**config.mk**
```make
export PLATFORM = sky130hd
export DESIGN_NAME = hazard_scoreboard
export DESIGN_NICKNAME = d
export VERILOG_FILES = /design/src/rtl/hazard_scoreboard_pkg.sv /design/src/rtl/sb_reg_slot.sv /design/src/rtl/hazard_scoreboard.sv
export SDC_FILE = /design/constraint.sdc
export NUM_CORES = 1
export LEC_CHECK = 0
export ABC_AREA = 0
export ABC_CLOCK_PERIOD_IN_PS = 12400
export CAP_MARGIN = 20
export CORE_ASPECT_RATIO = 1.1
export CORE_MARGIN = 1.5
export CORE_UTILIZATION = 56
export DETAILED_ROUTE_END_ITERATION = 16
export PLACE_DENSITY_LB_ADDON = 0.1
export SYNTH_ARGS = -nofsm -noshare
export SYNTH_HDL_FRONTEND = slang
export SYNTH_SLANG_ARGS = --single-unit
```
**constraint.sdc**
```tcl
create_clock -name clk -period 12.4 [get_ports clk]
set_clock_uncertainty 0.1 [all_clocks]
set_input_delay 1.24 -clock clk [delete_from_list [all_inputs] [get_ports clk]]
set_output_delay 1.24 -clock clk [all_outputs]
set_load 0.01 [all_outputs]
```
**src/rtl/hazard_scoreboard_pkg.sv**
```systemverilog
// Shared core types for the hazard scoreboard: default widths, register index
// type and the per-register slot control bundle.
package hazard_scoreboard_pkg;

    localparam int SB_REG_AW = 5;
    localparam int SB_CNT_W  = 2;

    typedef logic [SB_REG_AW-1:0] reg_idx_t;

    // One decoded request per register slot; clr dominates, inc beats set on avail.
    typedef struct packed {
        logic clr;
        logic inc;
        logic dec;
        logic set;
    } slot_ctl_t;

endpackage

```
**src/rtl/sb_reg_slot.sv**
```systemverilog
// One tracked register: pending-write counter plus bypass-available bit.
// The avail bit exists only when SB_FWD_EN is defined; otherwise it reads 0.
module sb_reg_slot
    import hazard_scoreboard_pkg::*;
#(
    parameter int CNT_W = SB_CNT_W
) (
    input  logic             clk,
    input  logic             rst,
    input  slot_ctl_t        ctl,
    output logic [CNT_W-1:0] cnt,
    output logic             avail,
    output logic             underflow
);

    logic [CNT_W-1:0] cnt_q;

    // A retire that coincides with a new issue to the same register nets to zero.
    assign underflow = !ctl.clr && ctl.dec && !ctl.inc && (cnt_q == '0);
    assign cnt       = cnt_q;

    always_ff @(posedge clk or posedge rst) begin
        if (rst)
            cnt_q <= '0;
        else if (ctl.clr)
            cnt_q <= '0;
        else if (ctl.inc && !ctl.dec)
            cnt_q <= cnt_q + CNT_W'(1);
        else if (ctl.dec && !ctl.inc && (cnt_q != '0))
            cnt_q <= cnt_q - CNT_W'(1);
    end

`ifdef SB_FWD_EN
    logic av_q;

    always_ff @(posedge clk or posedge rst) begin
        if (rst)
            av_q <= 1'b0;
        else if (ctl.clr || ctl.inc)
            av_q <= 1'b0;
        else if (ctl.set)
            av_q <= 1'b1;
    end

    assign avail = av_q;
`else
    logic unused_set;
    assign unused_set = ctl.set;
    assign avail      = 1'b0;
`endif

endmodule

```
**src/rtl/hazard_scoreboard.sv**
```systemverilog
// In-order issue scoreboard: per-register pending-write counters gate issue on
// RAW/WAW hazards; result bypass relaxes RAW stalls when SB_FWD_EN is defined.
module hazard_scoreboard
    import hazard_scoreboard_pkg::*;
#(
    parameter int REG_AW = SB_REG_AW,
    parameter int CNT_W  = SB_CNT_W
) (
    input  logic                     clk,
    input  logic                     rst,
    input  logic                     iss_valid,
    output logic                     iss_ready,
    input  logic [REG_AW-1:0]        iss_rs1,
    input  logic [REG_AW-1:0]        iss_rs2,
    input  logic                     iss_rs1_use,
    input  logic                     iss_rs2_use,
    input  logic [REG_AW-1:0]        iss_rd,
    input  logic                     iss_wen,
    input  logic                     wb_valid,
    input  logic [REG_AW-1:0]        wb_rd,
    input  logic                     flush,
    input  logic                     res_valid,
    input  logic [REG_AW-1:0]        res_rd,
    output logic                     fwd1,
    output logic                     fwd2,
    output logic [REG_AW+CNT_W-1:0]  inflight,
    output logic                     wb_err
);

    localparam int NREG = 2**REG_AW;
    localparam int IW   = REG_AW + CNT_W;
    localparam logic [CNT_W-1:0] CNT_MAX = '1;

    logic [NREG-1:0][CNT_W-1:0] cnt;
    logic [NREG-1:0]            avail;
    logic [NREG-1:0]            uf;

    logic          pend1, pend2, stall1, stall2, waw;
    logic          do_inc, do_dec, same_rd, inc_net, dec_net;
    logic [IW-1:0] inflight_q;
    logic          wb_err_q;

    // Register 0 is hardwired: never pending, never bypassed, never underflows.
    assign cnt[0]   = '0;
    assign avail[0] = 1'b0;
    assign uf[0]    = 1'b0;

    always_comb begin
        pend1     = iss_rs1_use && (iss_rs1 != '0) && (cnt[iss_rs1] != '0);
        pend2     = iss_rs2_use && (iss_rs2 != '0) && (cnt[iss_rs2] != '0);
        stall1    = pend1 && !avail[iss_rs1];
        stall2    = pend2 && !avail[iss_rs2];
        waw       = iss_wen && (iss_rd != '0) && (cnt[iss_rd] == CNT_MAX);
        iss_ready = !flush && !stall1 && !stall2 && !waw;
        fwd1      = iss_ready && pend1 && avail[iss_rs1];
        fwd2      = iss_ready && pend2 && avail[iss_rs2];
    end

    assign do_inc  = iss_valid && iss_ready && iss_wen && (iss_rd != '0);
    assign do_dec  = wb_valid && !flush && (wb_rd != '0);
    assign same_rd = (iss_rd == wb_rd);
    assign inc_net = do_inc && !(do_dec && same_rd);
    assign dec_net = do_dec && !(do_inc && same_rd) && (cnt[wb_rd] != '0);

    for (genvar g = 1; g < NREG; g++) begin : g_slot
        slot_ctl_t ctl;

        assign ctl = '{clr: flush,
                       inc: do_inc && (iss_rd == REG_AW'(g)),
                       dec: do_dec && (wb_rd == REG_AW'(g)),
                       set: res_valid && (res_rd == REG_AW'(g))};

        sb_reg_slot #(.CNT_W(CNT_W)) u_slot (
            .clk       (clk),
            .rst       (rst),
            .ctl       (ctl),
            .cnt       (cnt[g]),
            .avail     (avail[g]),
            .underflow (uf[g])
        );
    end

    // Running total tracks the counter sum incrementally instead of an adder tree.
    always_ff @(posedge clk or posedge rst) begin
        if (rst)
            inflight_q <= '0;
        else if (flush)
            inflight_q <= '0;
        else
            inflight_q <= inflight_q + IW'(inc_net) - IW'(dec_net);
    end

    always_ff @(posedge clk or posedge rst) begin
        if (rst)
            wb_err_q <= 1'b0;
        else if (|uf)
            wb_err_q <= 1'b1;
    end

    assign inflight = inflight_q;
    assign wb_err   = wb_err_q;

endmodule

```
==> impl_metrics.yaml <==
sta:
  max_freq_mhz: 158
  slew_headroom_pct: 29.1
  hold_viol: 0
  finalCriticalPeriod_ps: 6330
  period_share_pct: 51.0
  worst_pin_slew_ps: 1060
  fin_ws_ps: 6070
  setup_tns_ps: 0
  setup_violations: 0
  slew_viol_final: 0
  rsz0062_at_grt: "false"
  whs_ps: 472
global_routing:
  overflow: 0
  grt_usage_pct: 39.8
  use_met3_pct: 11.1
  antenna_found_initial: 0
  gr-usage-met2_pct: 60.7
  grt_busiest_layer: "met2"
  grt_start_max_net_pins: 76
  gr-usage-met1_pct: 50.3
  grt_pass1_wl_um: 37000
  grt_pass1_vias: 6716
run_status:
  status: "complete, no violations"
cts:
  postCtsHoldBufs: 0
  postCtsSetupBuffers: 0
  clock_path_buffers: 2
  htree_levels: 3
  clock-sinks: 70
  cts_tree: "done"
  root_buffer: "clkbuf_16"
  clk_transition_reported_paths_ps: 60
  clock_latency_ps: 350
  post_cts_resized: 0
  cts_buffers: 9
critical_path:
  required_ps: 12500
  critPathKind: "in2reg"
  critPathCaptureType: "register"
  crit_family: "compound AO/OA/AOI/OAI gates"
  cp_max_fo: 19
  max_stage_delay_ps: 910
  crit_chain: "clkdlybuf4s50_1 > nor3b_1 > o21ai_0 > a41o_1 > a2111oi_4 > o211ai_4 > or2_1 > nor2b_1 > o2111a_1 > a21oi_1 > ha_1 > inv_1 > ha_1 > inv_1 > fa_1 > nor2b_1 > o21ai_0 > nand2b_1 > a21o_1 > a21oi_1 > xnor2_1 > nor2_1"
  cp_data_arrival_time_ps: 6430
  path_buf_inv: 3
  crit_slowest_cell: "clkdlybuf4s50_1"
  worst_setup_path_start_kind: "primary input"
power_and_ir_drop:
  power_density_nw_per_um2: 95.0
  p_leak_nw: 2.70
  power_w: 0.000688
  vdd_ir_drop_max_uv: 126
synth:
  ys_seq_area_share_pct: 26.9
  synth_cell_type_count: 78
  synth_area_leader_cell: "dfrtp_1"
  synth_area_leaders: "dfrtp_1, mux4_2, nor2_1"
  syn_inst: 804
  synth.area.mux_share_pct: 10.9
  synth_area_um2: 6520
  ys.flop_type: "dfrtp_1"
  synth-edff-count: 0
  synth_top_area_share_pct: 26.9
  synth_seq_cells: 70
  synthAdderAreaFrac_pct: 1.65
  synth_warnings: 0
  yosys.area_share.simple_pct: 28.9
  avgSynthCellArea_um2: 8.11
  synth_top_family_by_area: "simple AND/OR/NAND/NOR gates"
  synthXorXnorAreaFrac_pct: 2.42
  synth_compound_area_share_pct: 23.9
  async_reset_ff_share_pct: 100
layout:
  layout-drive-gt1-share_pct: 10.1
  nets: 856
  area_growth_pct: 11.1
  final_cells: 968
  n_antenna_cell: 0
detailed_routing:
  first_pass_iters: 7
  viasPerCell: 7.16
  drc: 0
  vias: 6934
  ant_nets: 0
  wl_per_cell_um: 24.8
  drt_iter0_drc: 988
  wl_um: 24000
floorplanning:
  io_pins: 45
  initial_core_util_pct: 57.2
  die-area_um2: 12300
  die_w_um: 106
  placementRows: 41
  dieHeight_um: 116
  core_area_um2: 11400
placement:
  dp_slack_ps: 5860
  hpwl_um: 17100
  placed_cells: 953
  gp_congestion: 1.02
  io_buffers: 36
min_path:
  hp-class: "reg2reg"
job:
  maxCapViolCount: 0
[power by group]
| part | switching, W | internal, W |
|---|---|---|
| clock network | 0.000108 | 0.000175 |
| registers | 0.00000577 | 0.000236 |
| logic | 0.0000954 | 0.0000679 |
| total | 0.000209 | 0.000479 |
[cells in the mapped netlist (18+ instances only)]
cell type / n
nor2b_1: 21
clkbuf_1: 26
nand2_1: 83
a21oi_1: 50
nand3_1: 36
nor2_1: 85
dfrtp_1: 70
o21ai_0: 35
a211oi_1: 26
nand2b_1: 18
inv_1: 27
nor3_1: 45
mux4_2: 24
[path summary, 6_finish.rpt]
path / startpoint / end / slack [ps] / cells after the start
hold reg to reg: g_slot[15].u_slot.cnt[1] / g_slot[15].u_slot.cnt[1] / 470 / 2
hold / removal: g_slot[15].u_slot.cnt[1] / g_slot[15].u_slot.cnt[1] / 470 / 2
setup reg to reg: g_slot[26].u_slot.cnt[1] / inflight[6] / 7300 / 21
min in group asynchronous: rst / g_slot[14].u_slot.cnt[1] / 1410 / 3
max in group asynchronous: rst / g_slot[28].u_slot.cnt[1] / 10180 / 3
setup / recovery: iss_rs1[1] / inflight[6] / 6070 / 22
[kinds of logic after synthesis]
group | Yosys count
AND/OR/NAND/NOR | 370
AO/OA/AOI/OAI | 218
buffers and inverters | 80
flip-flops | 70
multiplexers | 39
XOR/XNOR | 18
adder cells (fa/ha/maj) | 8
other | 1
[per-stage QoR]
step / utilization, % / instance area (um2)
finish: 63.6 / 7240
global route: 63.6 / 7240
CTS: 63.6 / 7240
detailed placement: 60.8 / 6930
global placement: 60.8 / 6930
floorplan: - / 6520
[layer usage]
metal / up-vias / part of all wire, %
li1: 3009 / -
met1: 3332 / 38
met2: 481 / 44
met3: 112 / 12
met4: 0 / 6.0
met5: - / 0
[area by class of cell]
cell class / count / area [um2]
fillers: 999 / 4150
inverters: 28 / 105
multi-input cells: 655 / 4420
flip-flops and latches: 70 / 1750
clock buffers: 9 / 225
well taps: 150 / 188
clock inverters: 6 / 87.6
repair buffers: 50 / 460
[registers in the layout, indices dropped and copies added, names as in the netlist]
register           cells
g_slot.u_slot.cnt     62
inflight               7
wb_err                 1
[tightest hold or removal path: stages, from the launching register on]
cell and delay, ps:
dfrtp_1 390, inv_1 80, o22ai_1 60
[cell usage in the layout (no fill, tap or decap), types with 14 or more instances in the layout]
cell,instances
nand2b_1,18
o21a_1,15
dfrtp_1,70
o21ai_0,35
a21oi_1,50
nor3_1,45
clkdlybuf4s50_1,35
nor2_1,85
a211oi_1,26
inv_1,26
mux4_2,24
buf_4,14
nand2_1,83
nand3_1,36
nor2b_1,21
(Power assumes the default switching activity.)
